===== config.mk =====
export PLATFORM = sky130hd
export DESIGN_NAME = pmem_arbiter_flat
export DESIGN_NICKNAME = d
export VERILOG_FILES = /design/src/rtl/pmem_arb_pkg.sv /design/src/rtl/pmem_arbiter_if.sv /design/src/rtl/pmem_arb_pick.sv /design/src/rtl/pmem_arbiter.sv /design/src/flat_wrapper.sv
export SDC_FILE = /design/constraint.sdc
export NUM_CORES = 1
export LEC_CHECK = 0
export ABC_AREA = 1
export BUFFER_PORTS_ARGS = -buffer_cell sky130_fd_sc_hd__buf_4
export CAP_MARGIN = 5
export CORE_AREA = 2 2 123 125
export CTS_CLUSTER_SIZE = 14
export DETAILED_ROUTE_END_ITERATION = 8
export DIE_AREA = 0 0 125 127
export MAX_ROUTING_LAYER = met4
export PLACE_DENSITY = 0.72
export SYNTH_ARGS = -nofsm -noshare
export SYNTH_HDL_FRONTEND = slang
export SYNTH_HIERARCHICAL = 1
export SYNTH_SLANG_ARGS = --single-unit

===== constraint.sdc =====
create_clock -name clk -period 4.4 [get_ports clk]
set_input_delay 0.22 -clock clk [delete_from_list [all_inputs] [get_ports clk]]
set_output_delay 0.22 -clock clk [all_outputs]
set_load 0.05 [all_outputs]

===== src/rtl/pmem_arb_pkg.sv =====
// Shared types and constants for the PMEM arbiter slice.
//   Holds the FSM state encoding, owner encoding, bus widths and the
//   latched request payload struct used by pmem_arbiter.
package pmem_arb_pkg;

  localparam int unsigned ADDR_W = 32;
  localparam int unsigned DATA_W = 32;
  localparam int unsigned MASK_W = 8;

  typedef enum logic [1:0] {
    IDLE = 2'd0,
    WAIT = 2'd1,
    RESP = 2'd2
  } state_e;

  localparam logic OWN_IFU = 1'b0;
  localparam logic OWN_LSU = 1'b1;

  typedef struct packed {
    logic [ADDR_W-1:0] addr;
    logic              wen;
    logic [DATA_W-1:0] wdata;
    logic [MASK_W-1:0] wmask;
  } req_t;

endpackage


===== src/rtl/pmem_arbiter_if.sv =====
// IFU/LSU request-response handshakes plus the memory-side port.
//   slave  : arbiter view (takes requests, drives responses and mem_*)
//   master : requester/memory-model view
interface pmem_arbiter_if;
  import pmem_arb_pkg::*;

  logic              ifu_req_valid;
  logic              ifu_req_ready;
  logic [ADDR_W-1:0] ifu_addr;
  logic              ifu_resp_valid;
  logic              ifu_resp_ready;
  logic [DATA_W-1:0] ifu_rdata;

  logic              lsu_req_valid;
  logic              lsu_req_ready;
  logic [ADDR_W-1:0] lsu_addr;
  logic              lsu_wen;
  logic [DATA_W-1:0] lsu_wdata;
  logic [MASK_W-1:0] lsu_wmask;
  logic              lsu_resp_valid;
  logic              lsu_resp_ready;
  logic [DATA_W-1:0] lsu_rdata;

  logic              mem_valid;
  logic [ADDR_W-1:0] mem_raddr;
  logic [DATA_W-1:0] mem_rdata;
  logic              mem_wen;
  logic [ADDR_W-1:0] mem_waddr;
  logic [DATA_W-1:0] mem_wdata;
  logic [MASK_W-1:0] mem_wmask;

  modport slave (
    input  ifu_req_valid, ifu_addr, ifu_resp_ready,
    input  lsu_req_valid, lsu_addr, lsu_wen, lsu_wdata, lsu_wmask, lsu_resp_ready,
    input  mem_rdata,
    output ifu_req_ready, ifu_resp_valid, ifu_rdata,
    output lsu_req_ready, lsu_resp_valid, lsu_rdata,
    output mem_valid, mem_raddr, mem_wen, mem_waddr, mem_wdata, mem_wmask
  );

  modport master (
    output ifu_req_valid, ifu_addr, ifu_resp_ready,
    output lsu_req_valid, lsu_addr, lsu_wen, lsu_wdata, lsu_wmask, lsu_resp_ready,
    output mem_rdata,
    input  ifu_req_ready, ifu_resp_valid, ifu_rdata,
    input  lsu_req_ready, lsu_resp_valid, lsu_rdata,
    input  mem_valid, mem_raddr, mem_wen, mem_waddr, mem_wdata, mem_wmask
  );

endinterface


===== src/rtl/pmem_arb_pick.sv =====
// Combinational grant picker: one-hot grant indexed by owner encoding.
//   ifu_valid/lsu_valid : pending requests
//   fav_lsu             : on a conflict, 1 grants the LSU, 0 the IFU
//   grant[1:0]          : one-hot grant (bit OWN_IFU / bit OWN_LSU)
module pmem_arb_pick
  import pmem_arb_pkg::*;
(
  input  logic       ifu_valid,
  input  logic       lsu_valid,
  input  logic       fav_lsu,
  output logic [1:0] grant
);

  always_comb begin
    grant = 2'b00;
    if (ifu_valid && lsu_valid) begin
      if (fav_lsu) grant[OWN_LSU] = 1'b1;
      else         grant[OWN_IFU] = 1'b1;
    end else begin
      grant[OWN_IFU] = ifu_valid;
      grant[OWN_LSU] = lsu_valid;
    end
  end

endmodule


===== src/rtl/pmem_arbiter.sv =====
// Shares one PMEM port between the IFU (read-only) and LSU (read/write).
// One transaction at a time: accept, wait LAT cycles, strobe the memory
// for exactly one cycle, then hold the response until the owner takes it.
//   clk, rst_n : clock, async active-low reset
//   bus        : pmem_arbiter_if.slave (IFU/LSU handshakes + mem_* port)
// Parameters: LAT (1..15) accept-to-strobe cycles, CNT_W counter width.
// Config macro: PMEM_ARB_RR_EN selects round-robin arbitration; when
// undefined the LSU has fixed priority over the IFU.
module pmem_arbiter
  import pmem_arb_pkg::*;
#(
  parameter int unsigned LAT   = 1,
  parameter int unsigned CNT_W = 4
) (
  input  logic           clk,
  input  logic           rst_n,
  pmem_arbiter_if.slave  bus
);

  localparam logic [1:0] ST_IDLE = 2'(IDLE);
  localparam logic [1:0] ST_WAIT = 2'(WAIT);
  localparam logic [1:0] ST_RESP = 2'(RESP);

  logic [1:0]        state_q, state_d;
  logic [CNT_W-1:0]  cnt_q;
  logic              owner_q;
  req_t              req_q, sel_req;
  logic [DATA_W-1:0] rdata_q;
  logic [1:0]        grant;
  logic              fav_lsu;
  logic              accept;
  logic              fire;

  pmem_arb_pick u_pick (
    .ifu_valid (bus.ifu_req_valid),
    .lsu_valid (bus.lsu_req_valid),
    .fav_lsu   (fav_lsu),
    .grant     (grant)
  );

`ifdef PMEM_ARB_RR_EN
  // Conflict pointer: after a grant, favour the other requester.
  logic fav_lsu_q;
  always_ff @(posedge clk or negedge rst_n) begin
    if (!rst_n)      fav_lsu_q <= 1'b0;
    else if (accept) fav_lsu_q <= grant[OWN_IFU];
  end
  assign fav_lsu = fav_lsu_q;
`else
  assign fav_lsu = 1'b1;
`endif

  // Request payload of the winner; IFU write fields are forced to zero.
  always_comb begin
    sel_req = '0;
    if (grant[OWN_LSU]) begin
      sel_req.addr  = bus.lsu_addr;
      sel_req.wen   = bus.lsu_wen;
      sel_req.wdata = bus.lsu_wdata;
      sel_req.wmask = bus.lsu_wmask;
    end else begin
      sel_req.addr  = bus.ifu_addr;
    end
  end

  // Next state and decoded outputs.
  always_comb begin
    state_d            = state_q;
    accept             = 1'b0;
    fire               = 1'b0;
    bus.ifu_req_ready  = 1'b0;
    bus.lsu_req_ready  = 1'b0;
    bus.ifu_resp_valid = 1'b0;
    bus.lsu_resp_valid = 1'b0;
    bus.mem_valid      = 1'b0;
    bus.mem_raddr      = '0;
    bus.mem_waddr      = '0;
    bus.mem_wen        = 1'b0;
    bus.mem_wdata      = '0;
    bus.mem_wmask      = '0;
    case (state_q)
      ST_IDLE: begin
        // rst_n gating keeps ready low while reset is held.
        bus.ifu_req_ready = rst_n & grant[OWN_IFU];
        bus.lsu_req_ready = rst_n & grant[OWN_LSU];
        accept            = rst_n & (|grant);
        if (accept) state_d = ST_WAIT;
      end
      ST_WAIT: begin
        if (cnt_q == '0) begin
          fire          = 1'b1;
          bus.mem_valid = 1'b1;
          bus.mem_raddr = req_q.addr;
          bus.mem_waddr = req_q.addr;
          bus.mem_wen   = req_q.wen;
          bus.mem_wdata = req_q.wdata;
          bus.mem_wmask = req_q.wmask;
          state_d       = ST_RESP;
        end
      end
      ST_RESP: begin
        bus.ifu_resp_valid = (owner_q == OWN_IFU);
        bus.lsu_resp_valid = (owner_q == OWN_LSU);
        if ((owner_q == OWN_LSU) ? bus.lsu_resp_ready : bus.ifu_resp_ready)
          state_d = ST_IDLE;
      end
      default: state_d = ST_IDLE;
    endcase
  end

  // State, latched request, latency counter and response capture.
  always_ff @(posedge clk or negedge rst_n) begin
    if (!rst_n) begin
      state_q <= ST_IDLE;
      cnt_q   <= '0;
      owner_q <= OWN_IFU;
      req_q   <= '0;
      rdata_q <= '0;
    end else begin
      state_q <= state_d;
      if (accept) begin
        owner_q <= grant[OWN_LSU];
        req_q   <= sel_req;
        cnt_q   <= CNT_W'(LAT - 1);
      end else if (state_q == ST_WAIT && cnt_q != '0) begin
        cnt_q   <= cnt_q - 1'b1;
      end
      if (fire) rdata_q <= bus.mem_rdata;
    end
  end

  assign bus.ifu_rdata = rdata_q;
  assign bus.lsu_rdata = rdata_q;

endmodule


===== src/flat_wrapper.sv =====
// flat-port wrapper written by rule: the top's interface ports become plain ports
module pmem_arbiter_flat import pmem_arb_pkg::*;
#(
  parameter int unsigned LAT   = 1,
  parameter int unsigned CNT_W = 4
)
  (clk, rst_n, bus_ifu_req_valid, bus_ifu_addr, bus_ifu_resp_ready, bus_lsu_req_valid, bus_lsu_addr, bus_lsu_wen, bus_lsu_wdata, bus_lsu_wmask, bus_lsu_resp_ready, bus_mem_rdata, bus_ifu_req_ready, bus_ifu_resp_valid, bus_ifu_rdata, bus_lsu_req_ready, bus_lsu_resp_valid, bus_lsu_rdata, bus_mem_valid, bus_mem_raddr, bus_mem_wen, bus_mem_waddr, bus_mem_wdata, bus_mem_wmask);
  pmem_arbiter_if bus_i ();
  input  logic clk;
  input  logic rst_n;
  input wire logic [$bits(bus_i.ifu_req_valid)-1:0] bus_ifu_req_valid;
  input wire logic [$bits(bus_i.ifu_addr)-1:0] bus_ifu_addr;
  input wire logic [$bits(bus_i.ifu_resp_ready)-1:0] bus_ifu_resp_ready;
  input wire logic [$bits(bus_i.lsu_req_valid)-1:0] bus_lsu_req_valid;
  input wire logic [$bits(bus_i.lsu_addr)-1:0] bus_lsu_addr;
  input wire logic [$bits(bus_i.lsu_wen)-1:0] bus_lsu_wen;
  input wire logic [$bits(bus_i.lsu_wdata)-1:0] bus_lsu_wdata;
  input wire logic [$bits(bus_i.lsu_wmask)-1:0] bus_lsu_wmask;
  input wire logic [$bits(bus_i.lsu_resp_ready)-1:0] bus_lsu_resp_ready;
  input wire logic [$bits(bus_i.mem_rdata)-1:0] bus_mem_rdata;
  output wire logic [$bits(bus_i.ifu_req_ready)-1:0] bus_ifu_req_ready;
  output wire logic [$bits(bus_i.ifu_resp_valid)-1:0] bus_ifu_resp_valid;
  output wire logic [$bits(bus_i.ifu_rdata)-1:0] bus_ifu_rdata;
  output wire logic [$bits(bus_i.lsu_req_ready)-1:0] bus_lsu_req_ready;
  output wire logic [$bits(bus_i.lsu_resp_valid)-1:0] bus_lsu_resp_valid;
  output wire logic [$bits(bus_i.lsu_rdata)-1:0] bus_lsu_rdata;
  output wire logic [$bits(bus_i.mem_valid)-1:0] bus_mem_valid;
  output wire logic [$bits(bus_i.mem_raddr)-1:0] bus_mem_raddr;
  output wire logic [$bits(bus_i.mem_wen)-1:0] bus_mem_wen;
  output wire logic [$bits(bus_i.mem_waddr)-1:0] bus_mem_waddr;
  output wire logic [$bits(bus_i.mem_wdata)-1:0] bus_mem_wdata;
  output wire logic [$bits(bus_i.mem_wmask)-1:0] bus_mem_wmask;
  assign bus_i.ifu_req_valid = bus_ifu_req_valid;
  assign bus_i.ifu_addr = bus_ifu_addr;
  assign bus_i.ifu_resp_ready = bus_ifu_resp_ready;
  assign bus_i.lsu_req_valid = bus_lsu_req_valid;
  assign bus_i.lsu_addr = bus_lsu_addr;
  assign bus_i.lsu_wen = bus_lsu_wen;
  assign bus_i.lsu_wdata = bus_lsu_wdata;
  assign bus_i.lsu_wmask = bus_lsu_wmask;
  assign bus_i.lsu_resp_ready = bus_lsu_resp_ready;
  assign bus_i.mem_rdata = bus_mem_rdata;
  assign bus_ifu_req_ready = bus_i.ifu_req_ready;
  assign bus_ifu_resp_valid = bus_i.ifu_resp_valid;
  assign bus_ifu_rdata = bus_i.ifu_rdata;
  assign bus_lsu_req_ready = bus_i.lsu_req_ready;
  assign bus_lsu_resp_valid = bus_i.lsu_resp_valid;
  assign bus_lsu_rdata = bus_i.lsu_rdata;
  assign bus_mem_valid = bus_i.mem_valid;
  assign bus_mem_raddr = bus_i.mem_raddr;
  assign bus_mem_wen = bus_i.mem_wen;
  assign bus_mem_waddr = bus_i.mem_waddr;
  assign bus_mem_wdata = bus_i.mem_wdata;
  assign bus_mem_wmask = bus_i.mem_wmask;
  pmem_arbiter #(.LAT(LAT), .CNT_W(CNT_W)) u_core (.clk(clk), .rst_n(rst_n), .bus(bus_i));
endmodule

# Word level (Yosys, flattened, before mapping)
# Cells that the tools add are included.
totals:
  register_bits: 112
  inputBits: 143
  word_cells: 51
op_classes:
  addsub: 1
  eq_ne: 5
  mux: 25
  bitwise_logic: 4
  reduce_logical: 8
ops:
  columns: ["op", "count"]
  rows:
  - ["two-way mux 32 bit", 5]
  - ["two-way mux 41 bit", 1]
  - ["two-way mux 8 bit", 2]
  - ["two-way mux 1 bit", 10]
  - ["two-way mux 2 bit", 4]
  - ["two-way mux 4 bit", 2]
  - ["!= test 2 x 1 -> 1 bit, second input constant", 3]
  - ["one-hot mux 2 bit (3 select lines)", 1]
  - ["zero test 4 bit", 1]
  - ["nonzero test 4 bit", 1]
  - ["subtractor 4 x 1 -> 4 bit, second input constant", 1]
  - ["bitwise AND 1 bit", 3]
  - ["AND reduction 3 bit", 1]
  - ["== test 2 x 1 -> 1 bit, second input constant", 1]
  - ["== test 2 bit, second input constant", 1]
  - ["logical AND 1 bit", 2]
  - ["zero test 2 bit", 1]
  - ["nonzero test 2 bit", 1]
  - ["OR reduction 2 bit", 1]
  - ["inverter 1 bit", 1]

# Depth between registers and ports, before layout
depth:
  depth_word: 6
  ltp_mapped: 12
  ltp_nobuf: 10

# By module
# The synthesis kept the hierarchy.
by_module_without_submodules:
  columns: ["module", "instances", "cells_each", "area_each_um2", "seq_area_each_um2"]
  rows:
  - ["pmem_arbiter", 1, 748, 5795.6, 2802.7]
  - ["pmem_arb_pick", 1, 5, 21.3, 0.0]

# Worst setup path before layout
# No wires, ideal clock.
synth_path:
  kind: "flip-flop to output port"
  from: "register u_core.cnt_q[0]"
  to: "output bus_mem_waddr[10]"
  arrival_time_ns: 2.191
  slack_ns: 1.989
  stages_incl_launch_ff: 8
  n_path_buf: 3
  path_cell_list: "dfrtp_1 -> inv_1 -> ha_1 -> nand3_2 -> buf_2 -> buf_6 -> nor2_1 -> buf_4"
synth_between:
  elab_chain_cells: 3
synth_rtl:
  columns: ["item", "line", "rtl"]
  rows:
  - ["start, declared", "pmem_arbiter.sv:25", "logic [CNT_W-1:0] cnt_q;"]
  - ["start signal, assigned", "pmem_arbiter.sv:124", "cnt_q <= CNT_W'(LAT - 1);"]
  - ["start signal, assigned", "pmem_arbiter.sv:126", "cnt_q <= cnt_q - 1'b1;"]
  - ["zero test 4 bit", "pmem_arbiter.sv:90", "if (cnt_q == '0) begin"]
  - ["two-way mux 32 bit (2 in series)", null, null]
  - ["end, declared", "flat_wrapper.sv:30", "output wire logic [$bits(bus_i.mem_waddr)-1:0] bus_mem_waddr;"]
# Every way passes these cells.

# Worst setup path in the final report
layout_path:
  from: "register u_core.cnt_q[0]"
  to: "output bus_mem_waddr[1]"
layout_between:
  elab_chain_cells: 3
layout_rtl:
  columns: ["item", "line", "rtl"]
  rows:
  - ["zero test 4 bit", "pmem_arbiter.sv:90", null]
  - ["two-way mux 32 bit", "pmem_arbiter.sv:90", null]
  - ["two-way mux 32 bit", "pmem_arbiter.sv:81", "case (state_q)"]
# Every way passes these cells.

==> flow_metrics.py <==
metrics = {
    "floorplan": {
        "die_x_um": 125,
        "dieArea_mm2": 0.0159,
        "fp.dieH_um": 127,
        "io_pins": 317,
        "std_cell_rows": 44,
        "core_mm2": 0.0144,
        "initial_core_util_pct": 40.3,
    },
    "yosys": {
        "syn_area_per_cell_um2": 7.72,
        "synthDistinctLibCells": 27,
        "synth_cells": 753,
        "netlist_area_mm2": 0.00582,
        "yosysSeqAreaShare_pct": 48.2,
        "synth_seq_cells": 112,
        "synth_warnings": 6,
    },
    "clocking": {
        "numCtsBuffers": 9,
        "cts_tree": "built",
        "ctsRootBufferMaster": "clkbuf_16",
        "hold_buffers": 1,
        "clkTransAtPathRegs_ns": 0.07,
        "htree_levels": 3,
        "insertion_delay_ns": 0.35,
        "cts_resized": 0,
        "clock-sinks": 112,
        "clock_path_buffers": 2,
        "cts_setup_buffers": 0,
    },
    "critical_path": {
        "critPathMaxStageDelay_ns": 0.57,
        "r2r_cells": 7,
        "path_cells": "inv_1 -> ha_1 -> nand3_4 -> buf_4 -> nor2_1 -> buf_4",
        "critPathMaxFanout": 62,
        "critPathSlowestCell": "nand3_4",
        "r2r_end": "u_core/bus.ifu_rdata[9]",
        "path_depth": 6,
        "cp-endpoint": "bus_mem_waddr[1]",
        "crit_buf_inv": 3,
        "arrival_ns": 2.76,
        "cp-end-kind": "primary output",
        "worst-setup-path-type": "reg -> out",
        "startpoint": "u_core/cnt_q[0]",
        "cpLargestDelayFamily": "buffers and inverters",
        "start_kind": "flop",
        "r2r-start": "u_core/cnt_q[0]",
        "path_common_cell": "buf_4",
        "crit_required_ns": 4.18,
        "r2r_setup_slack_ns": 1.98,
    },
    "power": {
        "powerDensity_mw_per_mm2": 730,
        "leakagePower_nw": 4.46,
        "total_power_mw": 5.88,
        "vdd_drop_max_uv": 584,
    },
    "sta": {
        "fin_worst_skew_ns": 0.00640,
        "fin_crit_sh_pct": 67.8,
        "drv_slew": 0,
        "rsz0062_at_grt": "no",
        "fin_tns_setup_ns": 0,
        "relSlewSlack_pct": 44.7,
        "holdWs_ns": 0.0598,
        "tightest_slew_ns": 0.830,
        "min_period_ns": 2.98,
        "hold_violations": 0,
        "timing.fmax_mhz": 335,
        "setup_viol": 0,
    },
    "layout": {
        "diodes": 0,
        "layout-drive-gt1-share_pct": 37.5,
        "final_common_cell": "buf_4",
        "final_area_mm2": 0.00806,
        "area_delta_synth_final_pct": 38.5,
        "multiInputGateArea_mm2": 0.00198,
        "nFillCells": 1395,
        "seq_area_mm2": 0.00280,
        "fin_nets": 1132,
        "layout_common_cells": "323 x buf_4, 272 x nand2_1, 112 x dfrtp_1, 84 x inv_1, 76 x nor2_1",
    },
    "global_routing": {
        "grt-ovfl-total": 0,
        "globalRouteTotalUtil_pct": 21.2,
        "grt_first_pass_wirelength_mm": 26.1,
        "grt_max_degree": 92,
        "grt_pass1_vias": 5134,
        "grt_antenna_before_repair": 0,
    },
    "job": {
        "cap_viol_max_count": 0,
    },
    "hold_path": {
        "whs_path_depth": 3,
        "worstHoldPathType": "in -> reg",
    },
    "drt": {
        "ant_nets": 0,
        "wl_met2_mm": 8.63,
        "vias": 5384,
        "drc": 0,
        "wire_per_inst_um": 14.4,
        "first_pass_iters": 4,
        "routedLengthMet1_mm": 6.78,
        "top_layer": "met4",
        "drt_iter0_drc": 254,
        "wl_met3_mm": 1.22,
        "detail_route.wirelength_mm": 16.9,
        "via_per_inst": 4.57,
    },
    "placement": {
        "place_hpwl_mm": 12.6,
        "port_buffers": 316,
        "placed_area_mm2": 0.00777,
        "globalplace.congestion": 0.773,
    },
    "run_status": {
        "status": "finished clean",
    },
}
[where the power goes]
group / internal (mW) / leakage [nW] / switching [mW]
logic: 0.940 / 2.91 / 2.44
clock network: 0.402 / 0.133 / 0.370
registers: 1.49 / 1.42 / 0.241
[state kept, by name, indices dropped and copies added, names as in the netlist]
signal / cells
u_core/cnt_q: 4
u_core/state_q: 2
u_core/req_q: 73
u_core/bus.ifu_rdata: 32
u_core/owner_q: 1
[worst min-delay path, stage by stage]
cell and delay [ns]:
buf_4 0.07, nand2_1 0.04, nand2_1 0.04
[per-layer routing]
layer  vias to the layer above  GRT usage [%]
met2                       221           36.3
met1                      2497           25.8
met3                        19           4.02
met4                         0           5.82
met5                         -              -
li1                       2647              -
[stage by stage]
stage / setup slack [ns] / utilization, % / std cells
floorplan: 1.99 / - / 754
global placement: 1.64 / 53.9 / 1160
detailed placement: 1.59 / 53.9 / 1160
CTS: 1.32 / 55.8 / 1177
global route: 1.20 / 55.8 / 1177
finish: 1.42 / 55.8 / 1177
[area by class of cell]
type,count,area share (%)
flip-flops and latches,112,34.8
repair buffers,324,30.2
multi-input cells,453,24.5
inverters,88,4.16
clock buffers,12,3.06
well taps,184,2.86
clock inverters,4,0.373
[cells in the mapped netlist]
| cell | number | area (µm²) |
|---|---|---|
| o21ai_1 | 13 | 65.1 |
| buf_6 | 9 | 101 |
| buf_1 | 2 | 7.51 |
| conb_1 | 1 | 3.75 |
| o21ai_2 | 19 | 166 |
| inv_1 | 84 | 315 |
| buf_2 | 12 | 60.1 |
| nand3_2 | 6 | 60.1 |
| a21oi_1 | 2 | 10.0 |
| o21ai_0 | 44 | 220 |
| inv_4 | 2 | 12.5 |
| nor2_2 | 2 | 12.5 |
| clkbuf_1 | 12 | 45.0 |
| nor2_1 | 76 | 285 |
| nand2_4 | 1 | 11.3 |
| buf_4 | 65 | 488 |
| nand2_1 | 273 | 1020 |
| o22ai_1 | 1 | 6.26 |
| nand3_4 | 1 | 17.5 |
| or2_2 | 1 | 6.26 |
| dfrtp_1 | 112 | 2800 |
| xor2_1 | 1 | 8.76 |
| nand4_1 | 1 | 6.26 |
| inv_2 | 2 | 7.51 |
| buf_8 | 1 | 15.0 |
| nand3_1 | 9 | 45.0 |
| ha_1 | 1 | 12.5 |
[cells by family after synthesis]
kind of cell / after synthesis / synth area share, %
AOI/OAI and AO/OA: 79 / 8.04
other: 1 / 0.0645
adders and majority gates: 1 / 0.215
buffers and inverters: 189 / 18.1
xor gates and xnor gates: 1 / 0.151
and+or+nand+nor: 370 / 25.3
DFF: 112 / 48.2
[worst min path at each step]
stage,startpoint,endpoint,slack (ns)
detailed placement,rst_n,u_core/state_q[1],0.06
global placement,rst_n,u_core/state_q[1],0.06
CTS,bus_mem_rdata[0],u_core/bus.ifu_rdata[0],0.05
finish,bus_mem_rdata[0],u_core/bus.ifu_rdata[0],0.06
global route,bus_mem_rdata[1],u_core/bus.ifu_rdata[1],0.05
floorplan,rst_n,u_core/bus.ifu_rdata[0],-0.08
(Power assumes the default switching activity.)
